### config.mk
export PLATFORM = sky130hd
export DESIGN_NAME = if_fetch_unit
export DESIGN_NICKNAME = d
export VERILOG_FILES = /design/src/rtl/riscv_pkg.sv /design/src/rtl/if_fetch_unit.sv
export SDC_FILE = /design/constraint.sdc
export NUM_CORES = 1
export LEC_CHECK = 0
export CAP_MARGIN = 25
export CORE_MARGIN = 2
export CORE_UTILIZATION = 35
export CTS_BUF_LIST = sky130_fd_sc_hd__clkbuf_8
export DETAILED_ROUTE_END_ITERATION = 8
export PLACE_DENSITY = 0.75
export SLEW_MARGIN = 20
export SYNTH_ARGS = -nofsm -noshare
export SYNTH_HDL_FRONTEND = slang
export SYNTH_SLANG_ARGS = --single-unit
export TNS_END_PERCENT = 30
### constraint.sdc
create_clock -name clk -period 3.1 [get_ports clk]
set_clock_uncertainty 0.15 [all_clocks]
set_input_delay 0.465 -clock clk [delete_from_list [all_inputs] [get_ports clk]]
set_output_delay 0.465 -clock clk [all_outputs]
set_load 0.02 [all_outputs]
### src/rtl/riscv_pkg.sv
// rtl/riscv_pkg.sv - shared RV core types and constants
// Holds the IF/ID register layout, reset/NOP constants and the fetch FSM state encoding.
package riscv_pkg;

  localparam int XLEN_BITS       = 32;
  localparam int IMEM_WORD_BYTES = 4;

  localparam logic [XLEN_BITS-1:0] RESET_PC  = 32'h0000_1000;
  localparam logic [31:0]          NOP_INSTR = 32'h0000_0013;

  typedef struct packed {
    logic [XLEN_BITS-1:0] pc;
    logic [31:0]          instruction;
    logic [XLEN_BITS-1:0] pc_plus4;
    logic                 valid_if_id;
  } if_id_reg_t;

  typedef enum logic [1:0] {
    REQ  = 2'd0,
    WAIT = 2'd1,
    FULL = 2'd2,
    HALT = 2'd3
  } fetch_state_e;

  // Sequential fetch address; wraps modulo 2^XLEN by construction.
  function automatic logic [XLEN_BITS-1:0] next_word_addr(input logic [XLEN_BITS-1:0] addr);
    return addr + XLEN_BITS'(IMEM_WORD_BYTES);
  endfunction

endpackage

### src/rtl/if_fetch_unit.sv
// rtl/if_fetch_unit.sv - instruction fetch stage, one outstanding imem request
// Optional IF_MISALIGN_CHECK_EN adds misalign_o and a HALT state on unaligned redirects.
module if_fetch_unit
  import riscv_pkg::*;
#(
  parameter int                XLEN       = XLEN_BITS,
  parameter logic [XLEN-1:0]   RESET_ADDR = RESET_PC
) (
  input  logic            clk,
  input  logic            reset,
  input  logic            stall_i,
  input  logic            redirect_valid_i,
  input  logic [XLEN-1:0] redirect_pc_i,
  output logic            imem_req_valid_o,
  output logic [XLEN-1:0] imem_req_addr_o,
  input  logic            imem_req_ready_i,
  input  logic            imem_rsp_valid_i,
  input  logic [31:0]     imem_rsp_data_i,
  output if_id_reg_t      fetch_o
`ifdef IF_MISALIGN_CHECK_EN
  ,
  output logic            misalign_o
`endif
);

  fetch_state_e    state_q, state_d;
  logic [XLEN-1:0] pc_q, pc_d;
  if_id_reg_t      out_q, out_d;
  logic            stale_q, stale_d;
  logic            req_accept;
  logic            in_flight_next;

`ifdef IF_MISALIGN_CHECK_EN
  logic            misalign_q, misalign_d;
  assign misalign_o = misalign_q;
`endif

  // Request is suppressed during the reset cycle even if state_q still reads REQ.
  assign imem_req_valid_o = (state_q == REQ) && !reset;
  assign imem_req_addr_o  = pc_q;
  assign req_accept       = imem_req_valid_o && imem_req_ready_i;
  assign fetch_o          = out_q;

  always_comb begin
    state_d        = state_q;
    pc_d           = pc_q;
    out_d          = out_q;
    stale_d        = stale_q;
    in_flight_next = 1'b0;
`ifdef IF_MISALIGN_CHECK_EN
    misalign_d     = misalign_q;
`endif

    case (state_q)
      REQ: begin
        if (req_accept) begin
          state_d = WAIT;
        end
      end
      WAIT: begin
        if (imem_rsp_valid_i) begin
          if (stale_q) begin
            stale_d = 1'b0;
            state_d = REQ;
          end else begin
            out_d.pc          = pc_q;
            out_d.instruction = imem_rsp_data_i;
            out_d.pc_plus4    = next_word_addr(pc_q);
            out_d.valid_if_id = 1'b1;
            pc_d              = next_word_addr(pc_q);
            state_d           = FULL;
          end
        end
      end
      FULL: begin
        if (out_q.valid_if_id && !stall_i) begin
          out_d.valid_if_id = 1'b0;
          state_d           = REQ;
        end
      end
      HALT: begin
        // A request issued before halting may still answer; swallow it here.
        if (imem_rsp_valid_i) begin
          stale_d = 1'b0;
        end
      end
      default: begin
        state_d = REQ;
      end
    endcase

    if (redirect_valid_i) begin
      in_flight_next = ((state_q == REQ)  && req_accept) ||
                       ((state_q == WAIT) && !imem_rsp_valid_i) ||
                       ((state_q == HALT) && stale_q && !imem_rsp_valid_i);
      pc_d              = redirect_pc_i;
      out_d.valid_if_id = 1'b0;
      stale_d           = in_flight_next;
      state_d           = in_flight_next ? WAIT : REQ;
`ifdef IF_MISALIGN_CHECK_EN
      if (redirect_pc_i[1:0] != 2'b00) begin
        state_d    = HALT;
        misalign_d = 1'b1;
      end
`endif
    end
  end

  always_ff @(posedge clk) begin
    if (reset) begin
      state_q           <= REQ;
      pc_q              <= RESET_ADDR;
      out_q.pc          <= RESET_ADDR;
      out_q.instruction <= NOP_INSTR;
      out_q.pc_plus4    <= next_word_addr(RESET_ADDR);
      out_q.valid_if_id <= 1'b0;
      stale_q           <= 1'b0;
`ifdef IF_MISALIGN_CHECK_EN
      misalign_q        <= 1'b0;
`endif
    end else begin
      state_q <= state_d;
      pc_q    <= pc_d;
      out_q   <= out_d;
      stale_q <= stale_d;
`ifdef IF_MISALIGN_CHECK_EN
      misalign_q <= misalign_d;
`endif
    end
  end

endmodule

Yosys cells after proc, flatten, opt, wreduce, memory -nomap -nowiden:

Index checks and enable logic that the tools add are counted.

* flip-flop bits (word level): 132
* bits of input ports: 70
* logic and storage cells: 62
* output and inout bits: 130

* bitwise gates (word level): 1
* $add $sub $neg: 1
* muxes and demuxes: 18
* equality and inequality tests: 10
* reductions and logical operators: 25

Operators with widths (number)
* 32-bit two-way mux: 4
* 32-bit by 3-bit adder with 32-bit output (second input constant): 1
* 2-bit two-way mux: 5
* 3-bit != test (second input constant): 3
* 2-bit != test (second input constant): 4
* 4-bit AND reduction: 2
* 2-bit nonzero test: 4
* 1-bit logical AND: 7
* 1-bit two-way mux: 7
* 2-bit case mux with 3 select lines: 1
* 3-bit AND reduction: 2
* 2-bit == test (second input constant): 2
* 4-bit nonzero test: 1
* 2-bit OR reduction: 2
* 1-bit zero test: 3
* 2-bit by 1-bit == test with 1-bit output (second input constant): 1
* 2-bit zero test: 1
* 1-bit logical OR: 2
* 1-bit case mux with 2 select lines: 1
* 2-bit AND reduction: 1
* 1-bit NOT: 1

Logic depth before layout (Yosys ltp):

Gate-level depths: netlist of run 1.

* depth in word-level cells: 8
* mapped depth: 8
* gate-level depth less buffers: 6

Worst setup path before layout of run 1:

OpenSTA, ideal clock, no wires.

* kind: reg2reg
* from: register pc_q[3], in the netlist imem_req_addr_o[3]
* to: register pc_q[16], in the netlist imem_req_addr_o[16]
* arrival time: 2.257 ns
* setup slack: 0.602 ns
* setup time: 0.091 ns
* required time: 2.859 ns
* path buffers: 1
* clock period less this slack: 2.498 ns
* cell stages (with the launch flop): 7
* cell sequence: dfxtp_1 > ha_1 > nand3_1 > or4_1 > buf_2 > or3_1 > a311oi_1

* longest elaborated chain between the ends: 5

Ends and longest elaborated chain
* start, declared: RTL line if_fetch_unit.sv:27 `logic [XLEN-1:0] pc_q, pc_d;`
* start signal, assigned: RTL line if_fetch_unit.sv:123 `pc_q <= pc_d;`
* 32-bit by 3-bit adder with 32-bit output: RTL line riscv_pkg.sv:27 `return addr + XLEN_BITS'(IMEM_WORD_BYTES);`
* 32-bit two-way mux: RTL line if_fetch_unit.sv:62 `if (stale_q) begin`
* 32-bit two-way mux: RTL line if_fetch_unit.sv:61 `if (imem_rsp_valid_i) begin`
* 32-bit two-way mux: RTL line if_fetch_unit.sv:54 `case (state_q)`
* 32-bit two-way mux: RTL line if_fetch_unit.sv:92 `if (redirect_valid_i) begin`

Every way passes these cells. The select of a mux whose other input is x is not followed.
A chain may end at the register's enable or synchronous reset.

Worst setup path in the final report of run 1:

* from: register pc_q[2], in the netlist imem_req_addr_o[2]
* to: register pc_q[24], in the netlist imem_req_addr_o[24]

The elaborated chain is that of the path after synthesis.

==> results.yml, run 1 <==
status:
  outcome: "finished, final reports clean"
clock_tree:
  cts-root-buf: "clkbuf_8"
  cts_hold_buf: 0
  path_clk_slew_ns: 0.08
  clock_latency_ns: 0.45
  numCtsBuffers: 17
  clock_tree_from_tritoncts: "built"
  clock_tree.buffer_depth: 2
  cts_setup_buffers: 0
  ctsResizeCount: 0
  cts-htree-levels: 4
  cts.sink_count: 130
synthesis:
  avgSynthCellArea_um2: 7.99
  synthDistinctLibCells: 49
  count_of_flip_flops_with_a_built_in_enable_after_synthesis: 0
  synth_top_cell_area_share_pct: 44.5
  synthCells: 733
  synthesis.area_um2: 5850
  ys_top_cells_by_area: "dfxtp_1 (44%), nand2_1 (10%), a21oi_1 (5.9%)"
  yosysSeqAreaShare_pct: 44.5
  synth.ff_latch_count: 130
  synth_area_leader_cell: "dfxtp_1"
  synth_fp_nets: 808
  synth_async_sr_flop_share_pct: 0
  synth_warnings: 0
  dominantRegCellSynth: "dfxtp_1"
critical_path:
  worst_path_largest_cell_delay_ns: 0.79
  cp_data_required_time_ns: 3.31
  critPathMaxFanout: 15
  worst_ep_arrival_time_ns: 2.89
  setup.worst_path.start: "imem_req_addr_o[2]"
  beginning_of_the_worst_register_to_register_path: "imem_req_addr_o[2]"
  timing.critical_path.to_type: "flop"
  rrSetupSlack_ns: 0.42
  reg2reg_depth: 5
  crit_path_top_delay_cell: "or4_1"
  path_buf_inv: 0
  regToRegEndpoint: "imem_req_addr_o[24]"
  timing.critical_path.mode_cell: "or4_1"
  crit_chain: "ha_1 -> nand3_1 -> or4_1 -> or4_1 -> a311oi_1"
  worst_path_dominant_cell_family: "simple AND/OR/NAND/NOR gates"
  classification_of_the_worst_setup_path: "flop to flop"
  timing.critical_path.from_type: "flop"
cells_and_area:
  layout-drive-gt1-share_pct: 6.81
  antenna_cells_inserted: 0
  design.final.nets: 973
  finished_cell_area_um2: 8410
  post-route-util_pct: 51.1
  area_overhead_vs_synth_pct: 43.7
place:
  dpl_cell_area_um2: 7990
  number_of_buffers_added_on_ports: 199
  hpwl_um: 12600
  gp_routability_congestion: 0.851
route:
  via_per_inst: 5.24
  ant_nets: 0
  number_of_violations_reported_at_the_end_of_detailed_routing_iteration_0: 439
  route.detailed.wl_per_inst_um: 16.3
  first_pass_iters: 7
  vias: 5925
  drc: 0
  postRouteWirelength_um: 18400
power_and_ir_drop:
  clock_power_share_pct: 38.2
  report.power.total_mw: 4.07
  net_switching_power_mw: 1.12
  power.share.sequential_pct: 45.1
  p_sw_share_pct: 27.6
  p_int_mw: 2.95
  largest_voltage_drop_on_the_vdd_net_mv: 0.277
  leakage_nw: 2.74
  power_density_nw_per_um2: 484
  share_of_power_burned_in_combinational_logic_pct: 16.7
worst_hold_path:
  holdPathEnd: "fetch_o[65]"
  hold-path-cell-count: 2
  hold_path.startpoint: "imem_req_addr_o[0]"
  timing.hold.worst.class: "flop to flop"
timing:
  finalWorstPathRequiredPeriod_ns: 2.68
  timing.final.hold_violations: 0
  worst-slew-pin-transition_ns: 0.740
  setup_repair_after_global_routing_missed_its_margin: "no"
  totalNegativeSetupSlack_ns: 0
  setup_violations: 0
  slew_viol_final: 0
  slew-limit-headroom_pct: 50.7
  clock.fmax_ghz: 0.373
  timing.final.crit_share_pct: 86.5
job:
  maxCapViolations: 0
global_route:
  globalRouteOverflowTotal: 0
  antenna_found_initial: 0
  number_of_global_route_vias_before_repair: 5477
  maximum_number_of_pins_on_one_net_before_global_route_repair: 103
  grt_first_pass_wirelength_um: 29100
  overall_global_routing_resource_usage_pct: 20.5
floorplan:
  die-area_um2: 17800
  core_footprint_um2: 16500
  die_wd_um: 133
  floorplan.rows: 47
  initial_util_pct: 35.6
  chipHeight_um: 133
  top_level_ports: 200
[how the worst max path moves through the flow]
stage / to / slack (ns) / cells past startpoint
finish: imem_req_addr_o[24] / 0.42 / 5
global route: imem_req_addr_o[24] / 0.24 / 5
CTS: imem_req_addr_o[24] / 0.43 / 5
detailed placement: imem_req_addr_o[23] / 0.42 / 5
global placement: imem_req_addr_o[23] / 0.45 / 5
floorplan: imem_req_addr_o[16] / 0.60 / 6
[placed cells by master, fill, tap and decap left out, types with 13 or more instances in the layout]
master | Yosys | routed
o31ai_1 | 18 | 18
a211oi_1 | 18 | 18
a21oi_1 | 69 | 69
xnor2_1 | 13 | 13
o21ai_0 | 17 | 17
nor2_1 | 58 | 58
a311oi_1 | 27 | 27
clkbuf_8 | 0 | 17
or4_1 | 24 | 24
clkdlybuf4s50_1 | 0 | 198
dfxtp_1 | 130 | 130
buf_4 | 3 | 21
nor3_1 | 14 | 14
or3_1 | 16 | 16
nand2_1 | 157 | 157
[cell type report]
class / count / area [µm²]
multi-input combinational: 522 / 2910
sequential: 130 / 2600
inverter: 6 / 22.5
tap: 220 / 275
clock buffer: 17 / 234
fill: 1627 / 8050
clock inverter: 15 / 191
timing repair buffer: 221 / 2180
[synthesized netlist by cell type (all sizes together), types with 3 or more instances]
library cell,count
nor2,58
ha,5
nor3,14
a211oi,18
a21oi,69
o31ai,18
o21bai,4
o311a,3
clkbuf,52
or3,16
nand2b,3
or4,25
buf,23
nand3b,7
inv,6
xor2,6
nor4,8
or2,5
nand4,11
nand3,12
dfxtp,130
a311oi,27
o21ai,17
o211ai,3
xnor2,13
nand2,157
[tightest hold or removal path: stages, from the launching register on]
cell     delay (ns)
dfxtp_1        0.32
nand2_1        0.05
a21oi_1        0.05
[cells by family (layout without fill, tap and decap cells)]
family	after synthesis	in the layout	synth area share [%]
AND/OR/NAND/NOR	324	324	26.0
flip-flops	130	130	44.5
multiplexers	2	2	0.342
adder cells (fa/ha/maj)	5	5	1.07
AO/OA/AOI/OAI	172	172	19.3
XOR/XNOR	19	19	2.84
buffers and inverters	81	259	5.94
[stage by stage]
stage	cells	hold WS, ns	worst slack [ns]
after CTS	1131	0.306	0.430
after floorplan	733	0.321	0.602
after detailed placement	1099	0.296	0.423
after global routing	1131	0.321	0.242
final	1131	0.300	0.419
after global placement	1099	0.291	0.452
[metal layers]
| layer | wire (µm) | vias up | global-route usage, % |
|---|---|---|---|
| met5 | 0 | - | 0 |
| met4 | 315 | 0 | 6.62 |
| met3 | 1390 | 25 | 6.32 |
| met2 | 8800 | 209 | 33.5 |
| met1 | 7910 | 2749 | 25.9 |
| li1 | - | 2942 | - |
[sequential cells by signal, summed over array words and instances, names as in the netlist]
register / flops
fetch_o: 95
imem_req_addr_o: 32
state_q: 2
stale_q: 1
[power groups by stage]
stage / registers, mW / clock network (mW) / logic (mW)
4_1_cts: 1.83 / 1.60 / 0.686
3_3_place_gp: 1.87 / 0 / 0.678
3_5_place_dp: 1.87 / 0 / 0.682
5_1_grt: 1.85 / 1.67 / 0.733
2_1_floorplan: 1.94 / 0 / 0.259
6_report: 1.84 / 1.55 / 0.681
(Power assumes the default switching activity.)
==> run 2: changes to the inputs <==
--- a/config.mk
+++ b/config.mk
@@ -6,7 +6,6 @@
 export NUM_CORES = 1
 export LEC_CHECK = 0
 export CAP_MARGIN = 25
-export CORE_MARGIN = 2
 export CORE_UTILIZATION = 35
 export CTS_BUF_LIST = sky130_fd_sc_hd__clkbuf_8
 export DETAILED_ROUTE_END_ITERATION = 8
==> results.yml, run 2 (synthesized netlist as in run 1, its figures left out) <==
status:
  outcome: "finished, final reports clean"
timing:
  timing.final.hold_violations: 0
  clock.fmax_ghz: 0.383
  setup_repair_after_global_routing_missed_its_margin: "no"
  finalWorstPathRequiredPeriod_ns: 2.61
  setup_violations: 0
  totalNegativeSetupSlack_ns: 0
  worst-slew-pin-transition_ns: 0.708
  slew_viol_final: 0
  slew-limit-headroom_pct: 52.8
  timing.final.crit_share_pct: 84.2
route:
  via_per_inst: 5.26
  number_of_violations_reported_at_the_end_of_detailed_routing_iteration_0: 441
  first_pass_iters: 6
  vias: 5919
  route.detailed.wl_per_inst_um: 16.3
  postRouteWirelength_um: 18400
  ant_nets: 0
  drc: 0
place:
  number_of_buffers_added_on_ports: 199
  dpl_cell_area_um2: 7980
  gp_routability_congestion: 0.792
  hpwl_um: 12600
floorplan:
  core_footprint_um2: 16100
  die_wd_um: 131
  die-area_um2: 17200
  top_level_ports: 200
  initial_util_pct: 36.3
  floorplan.rows: 46
  chipHeight_um: 131
clock_tree:
  cts_hold_buf: 0
  clock_latency_ns: 0.45
  cts-root-buf: "clkbuf_8"
  cts_setup_buffers: 0
  numCtsBuffers: 17
  cts-htree-levels: 4
  ctsResizeCount: 0
  cts.sink_count: 130
  clock_tree_from_tritoncts: "built"
  clock_tree.buffer_depth: 2
  path_clk_slew_ns: 0.08
cells_and_area:
  design.final.nets: 973
  layout.cells.most_common_list: "clkdlybuf4s50_1 (198), nand2_1 (157), dfxtp_1 (130)"
  n_fill_cell: 1514
  layout-drive-gt1-share_pct: 6.70
  area_overhead_vs_synth_pct: 42.8
  number_of_flip_flops_under_the_largest_register_name: 95
  antenna_cells_inserted: 0
  post-route-util_pct: 51.9
  layout.cells.most_common: "clkdlybuf4s50_1"
  finished_cell_area_um2: 8360
critical_path:
  classification_of_the_worst_setup_path: "flop to flop"
  critPathMaxFanout: 15
  crit_chain: "ha_1 -> nand3_1 -> or4_1 -> or4_1 -> a311oi_1"
  cp_data_required_time_ns: 3.31
  worst_path_largest_cell_delay_ns: 0.78
  timing.critical_path.from_type: "flop"
  timing.critical_path.to_type: "flop"
  worst_path_dominant_cell_family: "simple AND/OR/NAND/NOR gates"
  crit_path_top_delay_cell: "or4_1"
  timing.critical_path.mode_cell: "or4_1"
  path_buf_inv: 0
  worst_ep_arrival_time_ns: 2.81
global_route:
  number_of_global_route_vias_before_repair: 5751
  maximum_number_of_pins_on_one_net_before_global_route_repair: 103
  overall_global_routing_resource_usage_pct: 21.7
  grt_first_pass_wirelength_um: 29700
  globalRouteOverflowTotal: 0
  antenna_found_initial: 0
worst_hold_path:
  timing.hold.worst.class: "flop to flop"
power_and_ir_drop:
  power_density_nw_per_um2: 470
  report.power.total_mw: 3.93
  largest_voltage_drop_on_the_vdd_net_mv: 0.255
  leakage_nw: 2.71
job:
  maxCapViolations: 0
run 2: changes by cell type in the layout (fill, tap and decap cells not counted):
cell / before / now
inv_6: 1 / 0
clkinv_4: 3 / 0
clkbuf_8: 17 / 19
bufinv_16: 4 / 2
clkinvlp_4: 1 / 3
clkinv_2: 5 / 6
run 2: through the flow:
stage               instances  hold slack [ns]  setup slack (ns)
floorplan                 733            0.321             0.602
CTS                      1126            0.306             0.492
detailed placement       1095            0.296             0.379
global placement         1095            0.291             0.455
finish                   1126            0.304             0.491
global route             1126            0.322             0.316
run 2: final timing paths:
| path | endpoint | slack [ns] | start | depth (start not counted) |
|---|---|---|---|---|
| max | imem_req_addr_o[24] | 0.49 | imem_req_addr_o[3] | 5 |
| max reg2reg | imem_req_addr_o[24] | 0.49 | imem_req_addr_o[3] | 5 |
| min reg2reg | fetch_o[56] | 0.30 | fetch_o[56] | 2 |
| min | fetch_o[56] | 0.30 | fetch_o[56] | 2 |
run 2: tightest hold or removal path, delay by kind of cell (launching register included):
| kind | cells | cell delay, ns |
|---|---|---|
| compound gates | 1 | 0.05 |
| simple gates | 1 | 0.05 |
| flops | 1 | 0.31 |
run 2: final cells by class:
type	instances	area (µm²)	share of cell area [%]
Multi-Input combinational cell	522	2910	34.8
Sequential cell	130	2600	31.1
Timing Repair Buffer	221	2180	26.1
Tap cell	216	270	3.23
Clock buffer	19	262	3.13
Clock inverter	12	116	1.39
Inverter	6	22.5	0.269
run 2: where the power goes:
part           switching [mW]  internal (mW)
sequential             0.0829           1.75
combinational           0.357          0.324
clock                   0.675          0.739
run 2: routing by layer:
metal	vias up	global-route usage, %	part of all wire [%]
met4	0	10.6	2.8
met5	-	0	0
met2	213	35.0	48
li1	2930	-	-
met1	2739	26.3	42
met3	37	6.17	7.7
